==> config.mk <==
export PLATFORM = sky130hd
export DESIGN_NAME = line_follow_ctrl
export DESIGN_NICKNAME = d
export VERILOG_FILES = /design/src/rtl/line_follow_ctrl.sv
export SDC_FILE = /design/constraint.sdc
export NUM_CORES = 1
export LEC_CHECK = 0
export CORE_ASPECT_RATIO = 0.5
export CORE_MARGIN = 1
export CORE_UTILIZATION = 56
export CTS_CLUSTER_DIAMETER = 100
export DETAILED_ROUTE_END_ITERATION = 10
export GPL_TIMING_DRIVEN = 0
export PLACE_DENSITY_LB_ADDON = 0.3
export SLEW_MARGIN = 20
export SYNTH_ARGS = -nofsm -noshare
export SYNTH_HDL_FRONTEND = slang
export SYNTH_SLANG_ARGS = --single-unit
==> constraint.sdc <==
create_clock -name clk -period 3.25 [get_ports clk]
set_clock_uncertainty 0.05 [all_clocks]
set_input_delay 0.65 -clock clk [delete_from_list [all_inputs] [get_ports clk]]
set_output_delay 0.65 -clock clk [all_outputs]
set_load 0.01 [all_outputs]
==> src/rtl/line_follow_ctrl.sv <==
// Line-following rover drive controller: synchronised and debounced sensors, follow/recovery FSM, H-bridge outputs.
// Optional feature macro: ROVER_PWM_EN (PWM gating of motor_en by duty).
module line_follow_ctrl #(
   parameter int unsigned N_SENSE     = 3,
   parameter int unsigned DEBOUNCE    = 4,
   parameter int unsigned TURN_CYCLES = 1000,
   parameter int unsigned LOST_CYCLES = 5000,
   parameter int unsigned PWM_W       = 8
) (
   input  logic               clk,
   input  logic               reset,
   input  logic               run,
   input  logic [N_SENSE-1:0] induct,
   input  logic               proxim,
   input  logic               red,
   input  logic [PWM_W-1:0]   duty,
   output logic [3:0]         motor_in,
   output logic [1:0]         motor_en,
   output logic [2:0]         state_o,
   output logic               cone_seen
);

   localparam int unsigned NS   = N_SENSE + 2;
   localparam int unsigned MID  = N_SENSE / 2;
   localparam int unsigned DBW  = $clog2(DEBOUNCE + 1);
   localparam int unsigned CMAX = (TURN_CYCLES > LOST_CYCLES) ? TURN_CYCLES : LOST_CYCLES;
   localparam int unsigned CW   = $clog2(CMAX + 1);

   localparam logic [3:0]     DIR_OFF   = 4'b0000;
   localparam logic [3:0]     DIR_FWD   = 4'b0110;
   localparam logic [3:0]     DIR_LEFT  = 4'b1010;
   localparam logic [3:0]     DIR_RIGHT = 4'b0101;
   // Sensor vector is {red, proxim, induct}; induct idles high (no tape) out of reset.
   localparam logic [NS-1:0]  FILT_RST  = {2'b00, {N_SENSE{1'b1}}};
   localparam logic [DBW-1:0] DB_END    = DBW'(DEBOUNCE - 1);
   localparam logic [CW-1:0]  TURN_END  = CW'(TURN_CYCLES - 1);
   localparam logic [CW-1:0]  LOST_END  = CW'(LOST_CYCLES - 1);
   localparam logic [CW-1:0]  CNT_SAT   = CW'(CMAX);

   typedef enum logic [2:0] {
      S_IDLE   = 3'd0,
      S_FOLLOW = 3'd1,
      S_LOST   = 3'd2,
      S_AVOID  = 3'd3,
      S_JUNC   = 3'd4,
      S_STOP   = 3'd5
   } state_e;

   logic [NS-1:0]  sync1_q, sync2_q, filt_q, filt_d;
   logic [DBW-1:0] db_cnt_q [NS];
   logic [DBW-1:0] db_cnt_d [NS];

   state_e         state_q, state_d;
   logic [CW-1:0]  cnt_q, cnt_d, cnt_inc;
   logic [3:0]     motor_q, motor_d, last_dir_q, last_dir_d, class_dir, junc_dir;
   logic [1:0]     en_q, en_d;
   logic           branch_q, branch_d, cone_q, cone_d, red_prev_q;
   logic           drive, pwm_on;

   logic [N_SENSE-1:0] tape;
   logic               tl, tr, t_all, t_none, prox_f, red_f;

   always_comb begin
      filt_d = filt_q;
      for (int unsigned i = 0; i < NS; i++) begin
         db_cnt_d[i] = '0;
         if (sync2_q[i] != filt_q[i]) begin
            if (db_cnt_q[i] == DB_END) filt_d[i] = sync2_q[i];
            else                       db_cnt_d[i] = db_cnt_q[i] + 1'b1;
         end
      end
   end

   always_ff @(posedge clk) begin
      if (reset) begin
         sync1_q <= FILT_RST;
         sync2_q <= FILT_RST;
         filt_q  <= FILT_RST;
         for (int unsigned i = 0; i < NS; i++) db_cnt_q[i] <= '0;
      end else begin
         sync1_q <= {red, proxim, induct};
         sync2_q <= sync1_q;
         filt_q  <= filt_d;
         for (int unsigned i = 0; i < NS; i++) db_cnt_q[i] <= db_cnt_d[i];
      end
   end

   assign tape   = ~filt_q[N_SENSE-1:0];
   assign tl     = |tape[N_SENSE-1:MID+1];
   assign tr     = |tape[MID-1:0];
   assign t_all  = &tape;
   assign t_none = ~|tape;
   assign prox_f = filt_q[N_SENSE];
   assign red_f  = filt_q[N_SENSE+1];

   assign class_dir = (tl & ~tr) ? DIR_LEFT : (tr & ~tl) ? DIR_RIGHT : DIR_FWD;
   assign junc_dir  = (branch_q ^ cone_q) ? DIR_LEFT : DIR_RIGHT;
   assign cnt_inc   = (cnt_q == CNT_SAT) ? cnt_q : cnt_q + 1'b1;

`ifdef ROVER_PWM_EN
   logic [PWM_W-1:0] pwm_q;
   always_ff @(posedge clk) begin
      if (reset) pwm_q <= '0;
      else       pwm_q <= pwm_q + 1'b1;
   end
   assign pwm_on = (pwm_q < duty);
`else
   logic unused_duty;
   assign unused_duty = ^duty;
   assign pwm_on      = 1'b1;
`endif

   always_comb begin
      state_d    = state_q;
      cnt_d      = '0;
      motor_d    = DIR_OFF;
      drive      = 1'b0;
      last_dir_d = last_dir_q;
      branch_d   = branch_q;
      cone_d     = cone_q;

      case (state_q)
         S_IDLE:   if (run) state_d = S_FOLLOW;
         S_FOLLOW: begin
            if (prox_f)      state_d = S_AVOID;
            else if (t_all)  state_d = S_JUNC;
            else if (t_none) state_d = S_LOST;
         end
         S_AVOID:  if (cnt_q == TURN_END) state_d = S_FOLLOW;
         S_JUNC: begin
            if (prox_f)                  state_d = S_AVOID;
            else if (cnt_q == TURN_END)  state_d = S_FOLLOW;
         end
         S_LOST: begin
            if (!t_none)                 state_d = S_FOLLOW;
            else if (cnt_q == LOST_END)  state_d = S_STOP;
         end
         S_STOP:   if (!t_none) state_d = S_FOLLOW;
         default:  state_d = S_IDLE;
      endcase
      if (!run) state_d = S_IDLE;

      // The shared timer runs only while a timed state is held; any transition restarts it.
      if (state_d == state_q && (state_q == S_AVOID || state_q == S_JUNC || state_q == S_LOST))
         cnt_d = cnt_inc;

      // Outputs are registered alongside the state they belong to.
      case (state_d)
         S_FOLLOW: begin motor_d = class_dir;  drive = 1'b1; end
         S_AVOID:  begin motor_d = DIR_LEFT;   drive = 1'b1; end
         S_JUNC:   begin motor_d = junc_dir;   drive = 1'b1; end
         S_LOST:   begin motor_d = last_dir_q; drive = 1'b1; end
         default:  begin motor_d = DIR_OFF;    drive = 1'b0; end
      endcase
      en_d = drive ? {2{pwm_on}} : 2'b00;

      if (state_q == S_FOLLOW && !t_none && !t_all) last_dir_d = class_dir;

      if (red_f & ~red_prev_q) branch_d = ~branch_q;
      if (~red_f & red_prev_q) cone_d   = 1'b0;
      if (state_d == S_AVOID)  cone_d   = 1'b1;
   end

   always_ff @(posedge clk) begin
      if (reset) begin
         state_q    <= S_IDLE;
         cnt_q      <= '0;
         motor_q    <= DIR_OFF;
         en_q       <= 2'b00;
         last_dir_q <= DIR_FWD;
         branch_q   <= 1'b0;
         cone_q     <= 1'b0;
         red_prev_q <= 1'b0;
      end else begin
         state_q    <= state_d;
         cnt_q      <= cnt_d;
         motor_q    <= motor_d;
         en_q       <= en_d;
         last_dir_q <= last_dir_d;
         branch_q   <= branch_d;
         cone_q     <= cone_d;
         red_prev_q <= red_f;
      end
   end

   assign motor_in  = motor_q;
   assign motor_en  = en_q;
   assign state_o   = state_q;
   assign cone_seen = cone_q;

endmodule
== After elaboration in Yosys (flattened, before gate mapping) ==
Memory sizes are Yosys's and may differ from the RTL's.
Index checks and enable logic that the tools add are counted.
Word-level totals
  logic and storage cells: 115
  register bits: 44
  output and inout bits: 10
  input bits: 16
  memories kept: 1
  RAM bits: 15
Cells by class
  equal/unequal tests: 23
  reductions and logical operators: 17
  bitwise logic cells: 17
  add/sub/neg operators: 6
  mux-type cells: 36
Memory list
  db_cnt_q: depth 5, bits a word 3, rd ports 5, clocked after memory_dff 0, wr ports 5, RTL line 50  | logic [DBW-1:0] db_cnt_q [NS];
Operators by type and width (count)
  3-bit two-way mux: 24
  3-bit by 2-bit equality test with 1-bit output (second input constant): 9
  13-bit equality test (second input constant): 2
  3-bit case mux with 6 select lines: 1
  4-bit case mux with 4 select lines: 1
  3-bit by 1-bit adder with 3-bit output (second input constant): 5
  13-bit by 1-bit adder with 13-bit output (second input constant): 1
  13-bit by 10-bit equality test with 1-bit output (second input constant): 1
  2-bit AND reduction: 5
  3-bit equality test (second input constant): 3
  4-bit two-way mux: 2
  3-bit by 1-bit equality test with 1-bit output (second input constant): 2
  1-bit two-way mux: 6
  1-bit inverter: 6
  1-bit != test: 5
  1-bit bitwise OR: 5
  1-bit AND: 4
  2-bit two-way mux: 2
  4-bit OR reduction: 1
  3-bit equality test: 1
  1-bit logical AND: 3
  3-bit zero test: 1
  3-bit inverter: 1
  3-bit AND reduction: 1
  6 further kinds: 7

== Longest topological paths before layout ==
  word-level depth: 11
  mapped depth: 8
  depth with buffers taken out: 7

== Worst setup path after synthesis ==
Ideal clock, no wire load.
  kind: reg2reg
  start point: register cnt_q[0]
  end point: register motor_q[3], in the netlist motor_in[3]
  clock period less this slack: 2.268 ns
  buffers on the path: 0
  arrival: 2.143 ns
  required time: 3.126 ns
  setup time: 0.074 ns
  stages on the path, launching flop included: 8
  slack: 0.982 ns
  cell sequence: dfxtp_1 ha_1 nand3b_1 nor4_4 o32ai_2 o21a_4 or4_4 a31oi_2
Between the ends
  longest elaborated chain between the ends: 7
  elaborated cells on any way between the ends: 13
  those cells by class: eq/ne: 6; mux: 7
Ends and longest elaborated chain
  start, declared: RTL line 54  | logic [CW-1:0] cnt_q, cnt_d, cnt_inc;
  start signal, assigned: RTL line 176  | cnt_q <= cnt_d;
  13-bit equality test or 13-bit by 10-bit equality test with 1-bit output (tied branches): RTL line 136, 129, 132
  3-bit two-way mux, on equally long branches: RTL line 136, 129, 132
  3-bit two-way mux, on equally long branches: RTL line 135, 131
  3-bit case mux with 6 select lines (*): RTL line 122  | case (state_q)
  3-bit two-way mux (*): RTL line 141  | if (!run) state_d = S_IDLE;
  3-bit by 2-bit equality test with 1-bit output (tied with other cells): RTL line 148  | case (state_d)
  4-bit case mux with 4 select lines (*): RTL line 148
  end signal, assigned: RTL line 177  | motor_q <= motor_d;
  end, declared: RTL line 55  | logic [3:0] motor_q, motor_d, last_dir_q, last_dir_d, class_dir, junc_dir;
Mark *: on every way between the ends. The rest lies on a longest branch, timed or not.
A chain may end at the register's enable or synchronous reset.

== Worst setup path after layout ==
  start point: input port run
  end point: register motor_q[3], in the netlist motor_in[3]
Between the ends
  longest elaborated chain between the ends: 3
  elaborated cells on any way between the ends: 6
  those cells by class: eq/ne: 4; mux: 2
Ends and longest elaborated chain
  start, declared: RTL line 12  | input logic run,
  3-bit two-way mux (*): RTL line 141
  3-bit by 2-bit equality test with 1-bit output (tied with other cells): RTL line 148
  4-bit case mux with 4 select lines (*): RTL line 148
Marked as above.

==> results by group <==
Synth
  • Post-synth ARST share: 0%
  • Primary FF master, synth: dfxtp_1
  • Most common cell in the netlist: dfxtp_1
  • Syn nets: 308
  • FF+latch count, synth: 58
  • Yosys warns: 0
  • Syn Area/Cell: 9.15 sq um
  • Synth top area cells: dfxtp_1 (45%), nor2_1 (6.3%), ha_1 (5.9%)
  • Area share of the largest cell type after synthesis: 45.3%
  • Synth top cells by count: dfxtp_1 (58), nor2_1 (43), inv_1 (20)
  • Register area share after synthesis: 45.3%
  • Syn Inst Count: 280
  • Count of cell types in the netlist: 46
  • Post-synth top area cell: dfxtp_1
  • Mapped cell area: 2560 sq um
  • Post-synth EDFFs: 0

Detailed routing
  • Final WL: 4970 um
  • Drt wl/cell: 13.6 um
  • DRC Markers: 0
  • Vias/cell: 5.51
  • Final ANT Viol Nets: 0
  • Initial drt markers: 174
  • Vias after detailed routing: 2016
  • TritonRoute pass-1 iters: 4

Clocking
  • Inserted Clock Buffers: 9
  • CTS tree: built
  • PostCTS Resize Cnt: 0
  • H-tree depth: 3
  • Clk_lat worst skew: 0.34 ns
  • Register clock-pin slew on the reported worst setup and hold paths: 0.06 ns
  • Hold-fix buffer count after cts: 0
  • Root Buffer: clkbuf_8
  • CTS Sinks: 58
  • Clock Path Buffers: 2
  • Post-CTS setup buffer count: 0

Worst setup path
  • Critical path class: input port to flop
  • Worst Setup Start Kind: input port
  • FF-to-FF path depth: 7
  • Required time of the critical path: 3.47 ns
  • Largest stage delay, worst path: 0.57 ns
  • Slack of the worst reg-to-reg path: 0.71 ns
  • CP Cell Sequence: clkdlybuf4s50_1, nor3b_1, nand2_1, o21ai_1, nor2_1, or4_4, a31oi_2
  • CP endpoint kind: flop
  • CP Max Fanout: 6
  • Slowest cell on crit path: or4_4
  • Worst reg2reg endpoint: motor_in[3]$_SDFF_PP0_
  • Data arrival, critical path: 2.77 ns
  • FF-to-FF Start: cnt_q[0]$_SDFFE_PP0P_

Die
  • FP Rows: 16
  • Starting Density: 61.8%
  • IO Count: 26
  • Die Wd: 97.7 um
  • Die Ht: 49.8 um
  • DIE AREA: 4870 sq um
  • Core area: 4140 sq um

Global routing
  • Vias in the first global route: 1908
  • Largest net degree at the start of global routing: 12
  • First-pass GRT wire length: 8630 um
  • Initial antenna violation count: 0
  • GRT Overall Usage: 23.8%
  • Remaining global-route overflow: 0

Power and ir drop
  • Clock share of power: 45.1%
  • Pleak: 1.06 nW
  • Pwr Density: 491 nW/um^2
  • Design Power: 1.47 mW
  • Switching share of total power: 22.9%
  • Max VDD drop: 597 uV
  • P_int: 1.13 mW
  • Comb pwr share: 5.1%
  • Seq pwr share: 49.8%
  • P_sw: 337 uW

Cells and area
  • Final nets: 335
  • Sequential cell area: 1160 sq um
  • # fillers: 312
  • Multi-input gate area: 1290 sq um
  • Layout Area Growth over Synthesis: 16.8%
  • Ant diodes: 0
  • Share of cells above drive strength 1: 10.6%

Timing
  • Least-Margin Pin Slew: 0.525 ns
  • Fin crit period: 2.55 ns
  • Final worst-path cycle share: 78.3%
  • Setup TNS: 0 ns
  • Final setup vio count: 0
  • Setup WS post-layout: 0.704 ns
  • Fin. Hold Viols: 0
  • RSZ-0062 raised after global routing: no
  • Max Clk Rate: 0.393 GHz
  • Max-slew violation count: 0
  • Max_slew headroom: 64.6%
  • Hold Slack: 0.363 ns

Placement
  • Place WS: 0.386 ns
  • GP Congestion: 0.871
  • Detailed placer's ending HPWL: 3500 um
  • Port Buf Inserts: 16

Status
  • Status: finished, final reports clean

Min path
  • WHS Endpoint: sync2_q[2]$_SDFF_PP1_
  • Min-Delay Path Class: flop to flop
  • HP Start: sync1_q[2]$_SDFF_PP1_
  • Hold Path Depth: 1

Job
  • Max-cap violations: 0
## worst max path at each step
| stage | end | slack [ns] | depth (start not counted) | start |
|---|---|---|---|---|
| finish | motor_in[3]$_SDFF_PP0_ | 0.70 | 7 | run |
| CTS | motor_in[3]$_SDFF_PP0_ | 0.72 | 7 | cnt_q[0]$_SDFFE_PP0P_ |
| detailed placement | motor_in[3]$_SDFF_PP0_ | 0.39 | 7 | run |
| global route | motor_in[0]$_SDFF_PP0_ | 0.49 | 8 | filt_q[1]$_SDFFE_PP1P_ |
| global placement | motor_in[3]$_SDFF_PP0_ | 0.41 | 7 | run |
| floorplan | motor_in[3]$_SDFF_PP0_ | 0.98 | 7 | cnt_q[0]$_SDFFE_PP0P_ |
## cells by family after synthesis
logic type                 count (synthesis)  synth area share [%]
AOI/OAI and AO/OA                         43                  11.8
xor gates and xnor gates                  18                  6.15
adders and majority gates                 12                  5.86
buffers and inverters                     29                  4.39
DFF                                       58                  45.3
muxes                                      4                  1.61
and+or+nand+nor                          116                  24.9
## layout by cell type, fill, tap and decap left out, types with 3 or more instances in the layout
| master | count |
|---|---|
| a21o_1 | 5 |
| a21oi_1 | 7 |
| clkbuf_1 | 7 |
| clkbuf_8 | 10 |
| clkdlybuf4s50_1 | 16 |
| clkinvlp_4 | 3 |
| dfxtp_1 | 58 |
| ha_1 | 12 |
| inv_1 | 20 |
| mux2i_1 | 3 |
| nand2_1 | 18 |
| nand3_1 | 10 |
| nand4_1 | 4 |
| nor2_1 | 43 |
| nor2b_1 | 8 |
| nor3_1 | 3 |
| nor3b_1 | 3 |
| o211ai_1 | 6 |
| o21ai_0 | 10 |
| or2_2 | 7 |
| or3_1 | 5 |
| xnor2_1 | 11 |
| xor2_1 | 7 |
## metal layers
| layer | track usage, % | share of wire [%] | vias to the layer above | routed length [um] |
|---|---|---|---|---|
| li1 | - | - | 1008 | - |
| met1 | 29.0 | 44 | 935 | 2170 |
| met2 | 36.3 | 47 | 59 | 2360 |
| met3 | 8.23 | 6.3 | 14 | 312 |
| met4 | 15.7 | 2.6 | 0 | 131 |
| met5 | 0 | 0 | - | 0 |
## power by group through the flow
stage                     Clock (mW)  Combinational, mW  Sequential (mW)
after floorplan                    0             0.0434            0.748
after global placement             0             0.0720            0.747
after detailed placement           0             0.0742            0.748
after CTS                      0.682             0.0750            0.732
after global routing           0.720             0.0823            0.733
final                          0.664             0.0753            0.732
## layout make-up
cell class                      instances  area share [%]
Multi-Input combinational cell        193            43.0
Sequential cell                        58            38.8
Timing Repair Buffer                   16            5.35
Clock buffer                           10            4.60
Inverter                               20            2.51
Tap cell                               54            2.26
Clock inverter                          6            2.21
Buffer                                  9            1.25
## worst max-delay path, delay by kind of cell
kind	cells	cell delay (ns)
AO/OA/AOI/OAI	2	0.42
buffers and inverters	1	0.56
AND/OR/NAND/NOR	4	1.14
## state kept, by name (all words and copies together) (netlist names)
| name | count |
|---|---|
| sync2_q | 5 |
| last_dir_q | 4 |
| branch_q | 1 |
| sync1_q | 5 |
| cone_seen | 1 |
| state_o | 3 |
| db_cnt_q | 15 |
| motor_in | 4 |
| motor_en | 1 |
| red_prev_q | 1 |
| filt_q | 5 |
| cnt_q | 13 |
## through the flow
| stage | instances | instance area [sq um] | util, % |
|---|---|---|---|
| floorplan | 280 | 2560 | - |
| global placement | 350 | 2790 | 67.3 |
| detailed placement | 350 | 2790 | 67.3 |
| CTS | 366 | 2990 | 72.3 |
| global route | 366 | 2990 | 72.3 |
| finish | 366 | 2990 | 72.3 |
(Power assumes the default switching activity.)
